[config.mk]
export PLATFORM = sky130hd
export DESIGN_NAME = alu_v2_seq_ctrl_flat
export DESIGN_NICKNAME = d
export VERILOG_FILES = /design/src/rtl/alu_v2_seq_ctrl_if.sv /design/src/rtl/alu_v2_seq_ctrl.sv /design/src/flat_wrapper.sv
export SDC_FILE = /design/constraint.sdc
export NUM_CORES = 1
export LEC_CHECK = 0
export ABC_AREA = 1
export BUFFER_PORTS_ARGS = -buffer_cell sky130_fd_sc_hd__buf_2
export CAP_MARGIN = 40
export CORE_MARGIN = 3
export CORE_UTILIZATION = 40
export DETAILED_ROUTE_END_ITERATION = 10
export GPL_TIMING_DRIVEN = 1
export PLACE_DENSITY = 0.65
export SLEW_MARGIN = 20
export SYNTH_ARGS = -nofsm -noshare
export SYNTH_HDL_FRONTEND = slang
export SYNTH_SLANG_ARGS = --single-unit
export TNS_END_PERCENT = 30
[constraint.sdc]
create_clock -name clk -period 1.4 [get_ports clk]
set_input_delay 0.07 -clock clk [delete_from_list [all_inputs] [get_ports clk]]
set_output_delay 0.07 -clock clk [all_outputs]
set_load 0.1 [all_outputs]
[src/rtl/alu_v2_seq_ctrl_if.sv]
// Request/result bundle for the sequenced-ALU controller.
// The slave modport is the controller; the master modport is the requester,
// the ALU-side result driver and the result consumer.
interface alu_v2_seq_ctrl_if #(
  parameter int unsigned BUS_WIDTH = 8
);
  logic                 op_valid;
  logic                 op_ready;
  logic [1:0]           opcode;
  logic [4:0]           reg_en;
  logic                 f_add;
  logic                 f_load;
  logic [BUS_WIDTH-1:0] alu_result;
  logic [BUS_WIDTH-1:0] res_data;
  logic                 res_valid;
  logic                 res_ready;
  logic [7:0]           op_count;

  modport master (
    output op_valid, opcode, alu_result, res_ready,
    input  op_ready, reg_en, f_add, f_load, res_data, res_valid, op_count
  );

  modport slave (
    input  op_valid, opcode, alu_result, res_ready,
    output op_ready, reg_en, f_add, f_load, res_data, res_valid, op_count
  );
endinterface

[src/rtl/alu_v2_seq_ctrl.sv]
// Sequencer for a multi-stage ALU: loads mult-stage registers a..d then op_e,
// waits one settle cycle, captures the ALU result and holds it until the
// consumer takes it. All outputs are registered from the next-state decode.
module alu_v2_seq_ctrl #(
  parameter int unsigned BUS_WIDTH = 8
) (
  input  logic              clk,
  input  logic              rst_n,
  alu_v2_seq_ctrl_if.slave  bus
);

  typedef enum logic [2:0] {
    IDLE,
    LD_AB,
    LD_CD,
    LD_E,
    SETTLE,
    DONE
  } state_t;

  typedef enum logic [1:0] {
    OP_MAC    = 2'b00,
    OP_ADDI   = 2'b01,
    OP_LOADSW = 2'b10,
    OP_EONLY  = 2'b11
  } opcode_t;

  state_t               state_q,     state_d;
  opcode_t              opcode_q,    opcode_d;
  logic                 op_ready_q,  op_ready_d;
  logic [4:0]           reg_en_q,    reg_en_d;
  logic                 f_add_q,     f_add_d;
  logic                 f_load_q,    f_load_d;
  logic [BUS_WIDTH-1:0] res_data_q,  res_data_d;
  logic                 res_valid_q, res_valid_d;
  logic [7:0]           op_count_q,  op_count_d;
  logic                 accept;

  // Next-state, latched opcode/result/count, and outputs decoded from the next state
  // so that every output is a flop that already reflects the state being entered.
  always_comb begin
    state_d    = state_q;
    opcode_d   = opcode_q;
    res_data_d = res_data_q;
    op_count_d = op_count_q;
    accept     = bus.op_valid && op_ready_q;

    case (state_q)
      IDLE: begin
        if (accept) begin
          opcode_d = opcode_t'(bus.opcode);
          state_d  = (opcode_t'(bus.opcode) == OP_EONLY) ? LD_E : LD_AB;
        end
      end
      LD_AB:  state_d = LD_CD;
      LD_CD:  state_d = LD_E;
      LD_E:   state_d = SETTLE;
      SETTLE: begin
        state_d    = DONE;
        res_data_d = bus.alu_result;
      end
      DONE: begin
        if (bus.res_ready) begin
          state_d    = IDLE;
          op_count_d = op_count_q + 8'd1;
        end
      end
      default: state_d = IDLE;
    endcase

    op_ready_d  = (state_d == IDLE);
    res_valid_d = (state_d == DONE);

    case (state_d)
      LD_AB:   reg_en_d = 5'b00011;
      LD_CD:   reg_en_d = 5'b01100;
      LD_E:    reg_en_d = 5'b10000;
      default: reg_en_d = '0;
    endcase

    f_add_d  = 1'b0;
    f_load_d = 1'b0;
    if (state_d != IDLE) begin
      case (opcode_d)
        OP_ADDI:   f_add_d  = 1'b1;
        OP_LOADSW: f_load_d = 1'b1;
        OP_EONLY:  f_add_d  = 1'b1;
        default: begin
          f_add_d  = 1'b0;
          f_load_d = 1'b0;
        end
      endcase
    end
  end

  // State and registered outputs; synchronous active-low reset discards any pending result.
  always_ff @(posedge clk) begin
    if (!rst_n) begin
      state_q     <= IDLE;
      opcode_q    <= OP_MAC;
      op_ready_q  <= 1'b0;
      reg_en_q    <= '0;
      f_add_q     <= 1'b0;
      f_load_q    <= 1'b0;
      res_data_q  <= '0;
      res_valid_q <= 1'b0;
      op_count_q  <= '0;
    end else begin
      state_q     <= state_d;
      opcode_q    <= opcode_d;
      op_ready_q  <= op_ready_d;
      reg_en_q    <= reg_en_d;
      f_add_q     <= f_add_d;
      f_load_q    <= f_load_d;
      res_data_q  <= res_data_d;
      res_valid_q <= res_valid_d;
      op_count_q  <= op_count_d;
    end
  end

  assign bus.op_ready  = op_ready_q;
  assign bus.reg_en    = reg_en_q;
  assign bus.f_add     = f_add_q;
  assign bus.f_load    = f_load_q;
  assign bus.res_data  = res_data_q;
  assign bus.res_valid = res_valid_q;
  assign bus.op_count  = op_count_q;

endmodule

[src/flat_wrapper.sv]
// flat-port wrapper written by rule: the top's interface ports become plain ports
module alu_v2_seq_ctrl_flat 
#(
  parameter int unsigned BUS_WIDTH = 8
)
  (clk, rst_n, bus_op_valid, bus_opcode, bus_alu_result, bus_res_ready, bus_op_ready, bus_reg_en, bus_f_add, bus_f_load, bus_res_data, bus_res_valid, bus_op_count);
  alu_v2_seq_ctrl_if #(.BUS_WIDTH(BUS_WIDTH)) bus_i ();
  input  logic clk;
  input  logic rst_n;
  input wire logic [$bits(bus_i.op_valid)-1:0] bus_op_valid;
  input wire logic [$bits(bus_i.opcode)-1:0] bus_opcode;
  input wire logic [$bits(bus_i.alu_result)-1:0] bus_alu_result;
  input wire logic [$bits(bus_i.res_ready)-1:0] bus_res_ready;
  output wire logic [$bits(bus_i.op_ready)-1:0] bus_op_ready;
  output wire logic [$bits(bus_i.reg_en)-1:0] bus_reg_en;
  output wire logic [$bits(bus_i.f_add)-1:0] bus_f_add;
  output wire logic [$bits(bus_i.f_load)-1:0] bus_f_load;
  output wire logic [$bits(bus_i.res_data)-1:0] bus_res_data;
  output wire logic [$bits(bus_i.res_valid)-1:0] bus_res_valid;
  output wire logic [$bits(bus_i.op_count)-1:0] bus_op_count;
  assign bus_i.op_valid = bus_op_valid;
  assign bus_i.opcode = bus_opcode;
  assign bus_i.alu_result = bus_alu_result;
  assign bus_i.res_ready = bus_res_ready;
  assign bus_op_ready = bus_i.op_ready;
  assign bus_reg_en = bus_i.reg_en;
  assign bus_f_add = bus_i.f_add;
  assign bus_f_load = bus_i.f_load;
  assign bus_res_data = bus_i.res_data;
  assign bus_res_valid = bus_i.res_valid;
  assign bus_op_count = bus_i.op_count;
  alu_v2_seq_ctrl #(.BUS_WIDTH(BUS_WIDTH)) u_core (.clk(clk), .rst_n(rst_n), .bus(bus_i));
endmodule
==> impl_results.md, run 1 <==
* Outcome: finished clean
* Reg-to-Reg End: u_core.bus.op_count[4]
* Layout fillers at 284
* Utilization after layout at between 50 and 60%
* Power density of the placed cells at 1380 nW/um^2
* Post-synth top area cell: dfxtp_1
* Cell at the root of the clock tree: clkbuf_4
* Seq/Total Area, Yosys at a little under half
* Startpoint of the worst register-to-register path: u_core.state_q[1]
* Die area at 3790 sq um
* Crit path largest cell delay at around 440 ps
* Relative max-transition margin at a little under 70%
* Antenna-violating nets left at 0
* Y dimension of the die at 61.6 um
* Sw Ratio at approximately 45%
* Synthesized instance count at 169
* Worst skew pair latency at between 300 and 400 ps
* Post-synthesis instance area at 1240 sq um
* CTS tree: yes
* Post-CTS clock slew at the launch and capture registers of the worst setup and hold paths at approximately 150 ps
* Final sum of negative setup slack at 0 ps
* Combinational Power Share at about two fifths
* Number of pins with negative max-slew slack in the final report at 0
* Clock tree buffer depth at 2
* Total number of cells along the worst setup path at 1
* Final routed wirelength across all metal layers at approximately 2.8 mm
* Core ar. at around 2900 sq um
* Actual transition at the worst max-transition pin at 492 ps
* Number of enable flip-flop cells after synthesis at 0
* Fraction of final layout cells with drive strength greater than 1 at between 30% and 40%
* Number of nets in the synthesized netlist at between 150 and 200
* Port Buffer Count at 38
* Number of search-and-repair iterations in the first detailed-routing pass at 4
* Signed area change from the synthesized netlist to the final layout at 28.9%
* Area share of the largest cell type after synthesis at roughly 45%
* Fin area at 1590 sq um
* Number of max-cap violations at 0
* Cell with the largest stage delay on the worst path: buf_2
* RSZ-0062 raised after global routing: no
* Async S/R FF share, synth at 0%
* Class of the most critical hold timing path: in2reg
* Antenna cell count at 0
* Static leakage at slightly below 0.8 nW
* Post-synthesis area per instance at between 7 and 8 sq um
* Total number of nets in the final design at about 230
* Die Width at 61.6 um
* Initial DRC Count at 69
* GP Congestion at between 0.8 and 0.9
* Count of unique library cells instantiated by Yosys at 26
* Vias in the first global route at around 1,100
* Setup-violating endpoint count in the final report at 0
* Arrival time of data at the critical path endpoint at between 1000 and 1500 ps
* Placed cell area at approximately 1500 sq um
* Setup Skew at 3.22 ps
* Achievable clock frequency at approximately 800 MHz
* Largest net degree at the start of global routing at 17
* Period utilization at 89.4%
* Commonest non-fill, non-tap cell in the layout: nand2_1
* Number of standard cells in the final layout excluding fillers at between 200 and 250
* Sinks on the clock net at 28
* Total global routing overflow at 0
* Most frequent cells in the layout: nand2_1 (40), buf_2 (38), nor2_1 (34)
* Top flip-flop cell by instance count after synthesis: dfxtp_1
* WP buf/inv at 1
* Routed wire length per instance at between 10 and 15 um
* Count of endpoints failing hold in the final timing report at 0
* Number of buffers added by the clock tree synthesis step at 3
* Final WS setup at about 150 ps
* Worst Reg-to-Reg Cells at 6
* Critical-path maximum fanout at 6
* Switching power summed over all nets at between 0.9 and 1 mW
* Pre-CTS setup slack at 144 ps
* Register share of total power at between 40% and 50%
* Detailed-route via count at roughly 1,200
* Final Power at roughly 2.2 mW
* DRC Markers at 0
* Number of flip-flops and latches in the synthesized netlist at 28
* Critical Path Start: u_core.bus.op_count[2]
* Peak supply drop at around 740 uV
* Final period demand of the worst path at around 1300 ps
* Total global-route track usage at roughly 17%
* Critical Path RT at 1330 ps
* Setup crit end: bus_op_count[2]
* Biggest area contributors in the synthesized netlist: dfxtp_1 (45%), nand2_1 (12%), nor2_1 (10%)
* Num ports at 39
* Internal cell power at roughly 1.2 mW
* Mean number of vias per cell at 4.85
* Cell count after placement at about 240
* Reg-to-reg setup timing slack at about 150 ps
* CP Capture Type: output pin
* Standard-cell row count at 19
* Starting utilization of the core area at between 40 and 50%
* Hold slack final at around 92 ps
* Hpwl dp at a little over 2 mm
* Critical Path Start Type: flip-flop
* Number of antenna violations at the first check in global routing at 0
* Type of the worst setup path: reg2out
* Crit path max-delay family: buffers and inverters
* Warnings from Yosys at 0
* First-pass GRT wire length at 4.77 mm
* Power share of the clock group at between 10% and 20%
* List of cells traversed by the critical path: buf_2
* CTS H-tree depth at 1
## worst min path at each step
stage,slack [ps],depth (start not counted),from,end
global route,100,3,rst_n,u_core.bus.op_count[5]
finish,90,3,rst_n,u_core.bus.op_count[5]
detailed placement,330,3,bus_alu_result[1],u_core.bus.res_data[1]
global placement,320,3,bus_alu_result[6],u_core.bus.res_data[6]
floorplan,170,2,rst_n,u_core.bus.op_count[0]
CTS,90,3,rst_n,u_core.bus.op_count[5]
## synth_stat cells (2+ instances only)
library cell and number:
nand4_1 2, nand2_1 40, o21ai_0 9, buf_4 2, inv_1 14, nand3_1 11, nor2_1 34, nand2_4 2
dfxtp_1 28, nor3_1 2, nor2_2 2, nor2_4 3, a21oi_1 7
## per-layer routing
metal  vias to the layer above  share of wire [%]  GRT usage [%]
met5                         -                  0              0
met4                         0                2.1           8.18
met3                         7                4.4           3.77
met2                        30                 50           28.7
met1                       542                 43           19.9
li1                        629                  -              -
## sequential cells by signal, summed over array words and instances, names as in the netlist
signal and count:
u_core.bus.reg_en 3, u_core.bus.op_count 8, u_core.bus.f_add 1, u_core.bus.f_load 1, u_core.state_q 3, u_core.opcode_q 2
u_core.bus.res_valid 1, u_core.bus.op_ready 1, u_core.bus.res_data 8
## cell families (layout without fill, tap and decap cells)
logic type,after synthesis,after routing,synth area share [%]
AND/OR/NAND/NOR,98,98,35.6
XOR/XNOR,1,1,0.709
buffers and inverters,21,70,7.89
AO/OA/AOI/OAI,20,20,9.41
flip-flops,28,28,45.3
adder cells (fa/ha/maj),1,1,1.01
## area by class of cell
cell class	count	area [sq um]	share of cell area, %
Sequential cell	28	582	36.5
Timing Repair Buffer	49	293	18.4
Clock buffer	4	36.3	2.28
Tap cell	31	38.8	2.43
Multi-Input combinational cell	120	578	36.3
Inverter	17	66.3	4.16
## power groups by stage
stage	Clock (mW)	Sequential, mW	Combinational [mW]
2_1_floorplan	0	1.29	0.383
3_3_place_gp	0	0.940	0.842
3_5_place_dp	0	0.946	0.850
4_1_cts	0.410	0.927	0.868
5_1_grt	0.446	0.940	0.942
6_report	0.401	0.931	0.866
## what timing repair did
item	4_1_cts	5_1_grt
hold buffers	8	0
buffers inserted	0	0
gates resized for setup	0	2
setup endpoints to repair	0	5
hold endpoints to repair	8	0
Note: power is estimated with default switching activity, not from simulation.
==> inputs of run 2 (changes only) <==
--- a/config.mk
+++ b/config.mk
@@ -13,6 +13,7 @@
 export DETAILED_ROUTE_END_ITERATION = 10
 export GPL_TIMING_DRIVEN = 1
 export PLACE_DENSITY = 0.65
+export REMOVE_ABC_BUFFERS = 1
 export SLEW_MARGIN = 20
 export SYNTH_ARGS = -nofsm -noshare
 export SYNTH_HDL_FRONTEND = slang
==> constraint.sdc (replaced) <==
create_clock -name clk -period 1.49 [get_ports clk]
set_input_delay 0.0745 -clock clk [delete_from_list [all_inputs] [get_ports clk]]
set_output_delay 0.0745 -clock clk [all_outputs]
set_load 0.1 [all_outputs]
==> impl_results.md, run 2 (synthesized netlist as in run 1, its figures left out) <==
* Outcome: finished clean
* Antenna cell count at 0
* Die area at around 3800 sq um
* Register share of total power at 39.9%
* Period utilization at 90.0%
* Total number of nets in the final design at between 200 and 250
* Post-CTS clock slew at the launch and capture registers of the worst setup and hold paths at 140 ps
* CP Capture Type: output pin
* Commonest non-fill, non-tap cell in the layout: nand2_1
* WP buf/inv at 1
* Final WS setup at between 100 and 150 ps
* GP Congestion at around 0.76
* Static leakage at 0.771 nW
* Pre-CTS setup slack at 198 ps
* Worst skew pair latency at around 330 ps
* Power share of the clock group at ~23%
* Number of search-and-repair iterations in the first detailed-routing pass at 4
* Number of max-cap violations at 0
* Standard-cell row count at 19
* First-pass GRT wire length at about 4.4 mm
* Internal cell power at around 1.3 mW
* Y dimension of the die at around 60 um
* Seq. cell area at roughly 560 sq um
* CTS tree: yes
* Clock tree buffer depth at 2
* Relative max-transition margin at between 60% and 70%
* Starting utilization of the core area at between 40% and 50%
* Number of pins with negative max-slew slack in the final report at 0
* Num ports at 39
* Crit path largest cell delay at around 470 ps
* Sw Ratio at a little over two fifths
* Hpwl dp at 1.97 mm
* Detailed-route via count at approximately 1,200
* Signed area change from the synthesized netlist to the final layout at 26.3%
* Actual transition at the worst max-transition pin at between 400 and 500 ps
* Number of antenna violations at the first check in global routing at 0
* Final period demand of the worst path at between 1000 and 1500 ps
* Layout fillers at about 300
* Final sum of negative setup slack at 0 ps
* Number of standard cells in the final layout excluding fillers at about 250
* Fraction of final layout cells with drive strength greater than 1 at between 20% and 30%
* Crit path max-delay family: flip-flops
* Cell with the largest stage delay on the worst path: dfxtp_1
* Achievable clock frequency at ~750 MHz
* Total global routing overflow at 0
* Class of the most critical hold timing path: in2reg
* Largest net degree at the start of global routing at 17
* Critical Path RT at about 1400 ps
* Arrival time of data at the critical path endpoint at 1270 ps
* Count of endpoints failing hold in the final timing report at 0
* Combined area of the multi-input logic cells at 578 sq um
* Hold slack final at roughly 1.6 ps
* Cell count after placement at 236
* Antenna-violating nets left at 0
* Switching power summed over all nets at about 0.9 mW
* Setup-violating endpoint count in the final report at 0
* Routed wire length per instance at approximately 11 um
* Final Power at 2.18 mW
* Total global-route track usage at between 10% and 20%
* Setup Skew at between 8 and 9 ps
* Critical Path Start Type: flip-flop
* Type of the worst setup path: reg2out
* Core ar. at approximately 2900 sq um
* Number of buffers added by the clock tree synthesis step at 3
* Peak supply drop at around 1000 uV
* Placed cell area at approximately 1400 sq um
* Most frequent cells in the layout: nand2_1 (40), buf_2 (38), nor2_1 (34)
* Fin area at approximately 1600 sq um
* Initial DRC Count at 85
* Combinational Power Share at about 37%
* Utilization after layout at a little over half
* Power density of the placed cells at around 1400 nW/um^2
* Sinks on the clock net at 28
* RSZ-0062 raised after global routing: no
* Die Width at approximately 62 um
* Final routed wirelength across all metal layers at roughly 2.7 mm
* Port Buffer Count at 38
* Mean number of vias per cell at 4.80
* DRC Markers at 0
* List of cells traversed by the critical path: buf_2
* Critical-path maximum fanout at 7
* CTS H-tree depth at 1
* Vias in the first global route at about 1,000
* Cell at the root of the clock tree: clkbuf_4
## run 2: worst paths after layout
check | from | depth (start not counted) | slack, ps | end
max reg2reg | u_core.state_q[0] | 6 | 180 | u_core.bus.op_count[3]
min | bus_alu_result[7] | 3 | 2 | u_core.bus.res_data[7]
min reg2reg | u_core.bus.res_data[4] | 2 | 500 | u_core.bus.res_data[4]
max | u_core.bus.op_count[0] | 1 | 150 | bus_op_count[0]
## run 2: per-layer routing
metal | routed length [um] | track usage (%) | share of wire [%]
met5 | 0 | 0 | 0
met1 | 1160 | 19.0 | 44
met3 | 155 | 3.56 | 5.8
met4 | 41 | 7.27 | 1.5
met2 | 1300 | 27.1 | 49
## run 2: layout make-up
| class | count | area share (%) |
|---|---|---|
| Sequential cell | 28 | 35.9 |
| Multi-Input combinational cell | 120 | 37.0 |
| Clock inverter | 1 | 1.92 |
| Timing Repair Buffer | 46 | 17.0 |
| Clock buffer | 3 | 1.44 |
| Tap cell | 31 | 2.48 |
| Inverter | 17 | 4.25 |
## run 2: repair_timing
action | CTS | global route
hold buffers | 6 | 0
resized for setup | 0 | 0
setup buffers | 0 | 0
hold endpoints to repair | 6 | 0
## run 2: power by group through the flow
stage	logic, mW	registers (mW)	clock network (mW)
after floorplan	0.240	1.31	0
after global placement	0.791	0.881	0
after detailed placement	0.801	0.885	0
after CTS	0.816	0.871	0.511
after global routing	0.872	0.881	0.534
final	0.812	0.870	0.496
## run 2: tightest hold or removal path: cells and delay by family
family	cells	cell delay (ps)
simple gates	1	80
buf+inv	1	70
compound gates	1	70
